File: config.mk
export PLATFORM = sky130hd
export DESIGN_NAME = axi_addr_burst_unpacker
export DESIGN_NICKNAME = d
export VERILOG_FILES = /design/src/rtl/axi_addr_burst_unpacker.sv
export SDC_FILE = /design/constraint.sdc
export NUM_CORES = 1
export LEC_CHECK = 0
export ABC_CLOCK_PERIOD_IN_PS = 4300
export CORE_UTILIZATION = 50
export CTS_CLUSTER_SIZE = 25
export DETAILED_ROUTE_END_ITERATION = 10
export GPL_TIMING_DRIVEN = 0
export PLACE_DENSITY_LB_ADDON = 0.12
export SLEW_MARGIN = 20
export SYNTH_ARGS = -nofsm -noshare
export SYNTH_HDL_FRONTEND = slang
export SYNTH_SLANG_ARGS = --single-unit
export TNS_END_PERCENT = 5
File: constraint.sdc
create_clock -name clk -period 4.3 [get_ports clk]
set_clock_uncertainty 0.15 [all_clocks]
set_input_delay 0.86 -clock clk [delete_from_list [all_inputs] [get_ports clk]]
set_output_delay 0.86 -clock clk [all_outputs]
set_load 0.1 [all_outputs]
File: src/rtl/axi_addr_burst_unpacker.sv
// axi_addr_burst_unpacker: pops AXI address entries and expands each burst into per-beat addresses
module axi_addr_burst_unpacker #(
   parameter int tagbits = 2
) (
   input  logic               clk,
   input  logic               rst,
   input  logic               fifo_empty,
   input  logic [tagbits+48:0] fifo_entry,
   output logic               fifo_read_en,
   output logic               beat_valid,
   input  logic               beat_ready,
   output logic [31:0]        beat_addr,
   output logic [tagbits-1:0] beat_id,
   output logic [1:0]         beat_size,
   output logic               beat_last,
   output logic               beat_err,
   output logic [2:0]         beat_prot,
   output logic               busy
);
   typedef enum logic {IDLE, BURST} state_t;
   state_t state, state_n;
   logic [3:0]  cnt;
   logic [1:0]  mode;
   logic        err_r;
   logic [31:0] lower;
   logic [7:0]  total;
   logic        accept;
   logic [31:0] ld_addr, ld_lower, inc, upper, nxt_addr;
   logic [3:0]  ld_len, ld_bytes, bytes;
   logic [1:0]  ld_size, ld_burst, ld_mode;
   logic [7:0]  ld_total;
   logic        ld_err;
   logic        unused_lock_cache;
   assign unused_lock_cache = ^fifo_entry[8:3];
   assign ld_addr  = fifo_entry[48:17];
   assign ld_len   = fifo_entry[16:13];
   assign ld_size  = fifo_entry[12:11];
   assign ld_burst = fifo_entry[10:9];
   assign ld_bytes = 4'd1 << ld_size;
   assign ld_total = ({4'd0, ld_len} + 8'd1) << ld_size;
   assign ld_lower = ld_addr & ~{24'd0, ld_total - 8'd1};
   // malformed bursts fall back to INCR but keep err flagged for every beat
   assign ld_err   = (ld_burst == 2'b11) ||
                     ((ld_burst == 2'b10) &&
                      (!(ld_len == 4'd1 || ld_len == 4'd3 || ld_len == 4'd7 || ld_len == 4'd15) ||
                       ((ld_addr[3:0] & (ld_bytes - 4'd1)) != 4'd0)));
   assign ld_mode  = ld_err ? 2'b01 : ld_burst;
   assign bytes    = 4'd1 << beat_size;
   assign inc      = (beat_addr & ~{28'd0, bytes - 4'd1}) + {28'd0, bytes};
   assign upper    = lower + {24'd0, total};
   assign nxt_addr = (mode == 2'b00) ? beat_addr :
                     (mode == 2'b10 && inc == upper) ? lower : inc;
   assign accept   = beat_valid && beat_ready;
   always_ff @(posedge clk) begin
      if (!rst) state <= IDLE;
      else      state <= state_n;
   end
   always_comb begin
      state_n = state;
      if (fifo_read_en)          state_n = BURST;
      else if (accept && beat_last) state_n = IDLE;
   end
   always_comb begin
      beat_valid   = (state == BURST);
      beat_last    = (state == BURST) && (cnt == 4'd0);
      beat_err     = (state == BURST) && err_r;
      busy         = (state == BURST);
      fifo_read_en = rst && !fifo_empty && (state == IDLE || (accept && beat_last));
   end
   always_ff @(posedge clk) begin
      if (!rst) begin
         beat_addr <= '0;
         beat_id   <= '0;
         beat_size <= '0;
         beat_prot <= '0;
         cnt       <= '0;
         mode      <= '0;
         err_r     <= 1'b0;
         lower     <= '0;
         total     <= '0;
      end else if (fifo_read_en) begin
         beat_addr <= ld_addr;
         beat_id   <= fifo_entry[tagbits+48:49];
         beat_size <= ld_size;
         beat_prot <= fifo_entry[2:0];
         cnt       <= ld_len;
         mode      <= ld_mode;
         err_r     <= ld_err;
         lower     <= ld_lower;
         total     <= ld_total;
      end else if (accept) begin
         cnt       <= cnt - 4'd1;
         beat_addr <= nxt_addr;
      end
   end
endmodule

==> flow_metrics.tcl <==
set metrics [dict create \
    status "finished with violations" \
    violations "setup timing" \
    worstSetupPathType "reg2reg" \
    type_of_element_capturing_the_critical_path "flop" \
    number_of_antenna_repair_diodes 0 \
    clkSlewWorstSetupHoldPaths_ns 0.07 \
    core_region_area_um2 12800 \
    maximum_number_of_pins_on_one_net_before_global_route_repair 15 \
    clock_tree.buffer_depth 2 \
    cp_num_buf_inv 4 \
    timing.critical_path.slowest_stage_cell "a2111o_1" \
    clk_root_buffer_cell "clkbuf_16" \
    grtUsageTotal_pct 33.2 \
    min_from "beat_id[0]$_SDFFE_PN0P_" \
    post-route-drc-count 0 \
    numClockSinks 87 \
    fillCellCount 1128 \
    slew-limit-headroom_pct 33.5 \
    detail_route.wirelength_mm 23.1 \
    drt_iter0_drc 612 \
    final_ant_viol_nets 0 \
    synthesis.area_um2 6670 \
    timing.critical_path.from_type "flop" \
    postSynthRegisterBits 87 \
    peakVddDrop_v 0.000239 \
    number_of_top_level_pins 99 \
    powerDensity_nw_per_um2 296 \
    row_count 41 \
    synth.net_count 901 \
    grt_pass1_vias 6721 \
    timing.fmax_mhz 227 \
    async_flop_share_pct 0 \
    worst_pin_slew_ns 0.995 \
    worst_setup_path_startpoint "beat_size[0]$_SDFFE_PN0P_" \
    placed_cells_incl_taps 1093 \
    nets 1021 \
    most-common-layout-cells "nand2_1, clkdlybuf4s50_1, dfxtp_1" \
    max-cap-violations 0 \
    final_min_period_over_clock_period_pct 103 \
    worst_slack_ns -0.113 \
    hold_buffers 0 \
    maxSlewViolCount 0 \
    flow.area_growth_from_synthesis_pct 26.5 \
    hold-worst-slack_ns 0.319 \
    start_util_pct 52.0 \
    finalNonFillerCells 1127 \
    placer_congestion 0.953 \
    grt_pass1_wl_mm 35.7 \
    io_buffers 91 \
    static-leakage-power_nw 3.36 \
    cp_data_arrival_time_ns 4.55 \
    synth.yosys.warnings 0 \
    yosys.cell_types.count 71 \
    postSynthAreaPerCell_um2 8.04 \
    dr_total_vias 7027 \
    htree_levels 3 \
    worstPathCellList "buf_8, a21boi_4, ha_4, a31oi_4, a211o_1, buf_6, or3_4, xnor2_4, or4_4, a2111o_1, a2111oi_4, nand4_1, buf_6, buf_8, mux2_4, a31oi_2" \
    cts_buf_count 9 \
    timing.critical_path.required_ns 4.43 \
    drive_above_1_share_pct 9.21 \
    die-height_um 118 \
    fin_crit_ns 4.41 \
    finalHoldViolations 0 \
    antenna_found_initial 0 \
    worstReg2RegStart "beat_size[0]$_SDFFE_PN0P_" \
    rsz0062_at_grt "yes" \
    drt-pass1-iter-count 6 \
    place_hpwl_mm 17.0 \
    crit_fanout 9 \
    critical_path.max_stage_delay_ns 0.48 \
    route.detailed.vias_per_inst 6.24 \
    floorplan_die_area_um2 13800 \
    die_width_um 118 \
    layout.cells.most_common "nand2_1" \
    timing.final.setup_violations 25 \
    tritoncts "done" \
    type_of_the_most_critical_hold_path "reg2reg" \
    synth_edf_count 0 \
    seq_area_frac_synth_pct 26.1 \
    grt_overflow 0 \
    worst_skew_pair.late_latency_ns 0.36 \
    synth_cells 830 \
    post_drt_wl_per_cell_um 20.5 \
    crit_family "compound AO/OA/AOI/OAI gates" \
    ys.flop_type "dfxtp_1" \
]
## layout make-up
class	instances	area [um2]	area share, %
inverter	27	104	1.23
timing repair buffer	109	1050	12.5
buffer	53	272	3.22
clock buffer	12	246	2.92
tap	172	215	2.55
multi-input combinational	663	4740	56.2
sequential	87	1750	20.8
clock inverter	4	53.8	0.637
## sequential cells by signal (all words and copies together), names as in the netlist
register / count
beat_addr: 32
beat_id: 2
beat_prot: 3
beat_size: 2
beat_valid: 1
cnt: 4
err_r: 1
lower: 32
mode: 2
total: 8
## power breakdown
group / internal [mW] / leakage (nW) / switching (mW)
Combinational: 0.286 / 2.51 / 0.480
Clock: 0.469 / 0.139 / 0.353
Sequential: 0.852 / 0.712 / 0.0573
Total: 1.61 / 3.36 / 0.890
## path summary, 6_finish.rpt
path / end / slack (ns) / cells past startpoint
hold reg to reg: beat_id[0]$_SDFFE_PN0P_ / 0.32 / 2
setup / recovery: beat_addr[19]$_SDFFE_PN0P_ / -0.11 / 16
hold / removal: beat_id[0]$_SDFFE_PN0P_ / 0.32 / 2
setup reg to reg: beat_addr[19]$_SDFFE_PN0P_ / -0.11 / 16
## stage by stage
step	setup WS [ns]	utilization [%]	instance area (um2)	TNS, ns	power [mW]
finish	-0.113	65.8	8440	-0.995	2.50
global route	-0.191	65.8	8440	-4.02	2.58
CTS	-0.186	64.4	8250	-3.89	2.48
detailed placement	-0.633	61.1	7840	-18.27	1.65
global placement	-0.565	61.1	7840	-16.11	1.64
floorplan	-0.247	-	6710	-4.20	1.43
## worst reg2reg max path, stage by stage, from the launching register on
cell and delay (ns):
dfxtp_4 0.37, buf_8 0.15, a21boi_4 0.16, ha_4 0.18, a31oi_4 0.10, a211o_1 0.33, buf_6 0.16, or3_4 0.44
xnor2_4 0.16, or4_4 0.42, a2111o_1 0.48, a2111oi_4 0.32, nand4_1 0.16, buf_6 0.17, buf_8 0.15, mux2_4 0.30
a31oi_2 0.14
## kinds of logic after synthesis
| kind of cell | count (synthesis) | share of synthesized area, % |
|---|---|---|
| AO/OA/AOI/OAI | 203 | 20.7 |
| AND/OR/NAND/NOR | 333 | 25.3 |
| adder cells (fa/ha/maj) | 16 | 3.11 |
| multiplexers | 35 | 5.53 |
| buffers and inverters | 80 | 4.86 |
| XOR/XNOR | 76 | 14.4 |
| flip-flops | 87 | 26.1 |
## cells in the mapped netlist (3+ instances only)
library cell,number,area share (%)
o211ai_1,8,0.90
or2_2,5,0.47
o221ai_1,20,2.6
xor3_1,4,1.4
and2_1,10,0.94
nor2_1,25,1.4
ha_1,15,2.8
o21a_1,3,0.34
nand3b_1,3,0.34
nand4b_1,4,0.52
nand4_1,13,1.2
a211o_1,5,0.66
buf_1,3,0.17
dfxtp_1,87,26
inv_1,26,1.5
xnor2_1,29,3.8
o21ai_1,6,0.45
xnor3_1,17,5.7
and3_1,8,0.75
nor3b_1,8,0.90
buf_4,3,0.34
nand2_1,145,8.2
o21ai_0,40,3.0
and4_1,9,1.2
or4_1,3,0.34
nor4_1,15,1.4
a21o_1,6,0.67
or3_1,7,0.66
a21boi_0,37,4.2
nor3_1,21,1.6
mux2_1,5,0.84
nand3_1,37,2.8
nand2b_1,5,0.47
clkbuf_1,37,2.1
a211oi_1,9,1.0
a21oi_1,35,2.6
mux2i_1,26,3.9
xor2_1,26,3.4
a31oi_1,14,1.3
nor2b_1,5,0.47
buf_2,10,0.75
## metal layers
layer  vias to the layer above  share of wire (%)  GRT usage [%]
li1                       3265                  -              -
met1                      3347                 40           40.5
met2                       334                 48           56.1
met3                        81                7.5           4.55
met4                         0                4.6           19.2
met5                         -                  0              0
## timing repair
item	CTS	global route
setup buffers	5	12
setup endpoints to repair	33	33
resized for setup	20	23
cloned	1	0
pin swaps	5	13
Power figures use the tool's default switching activity.
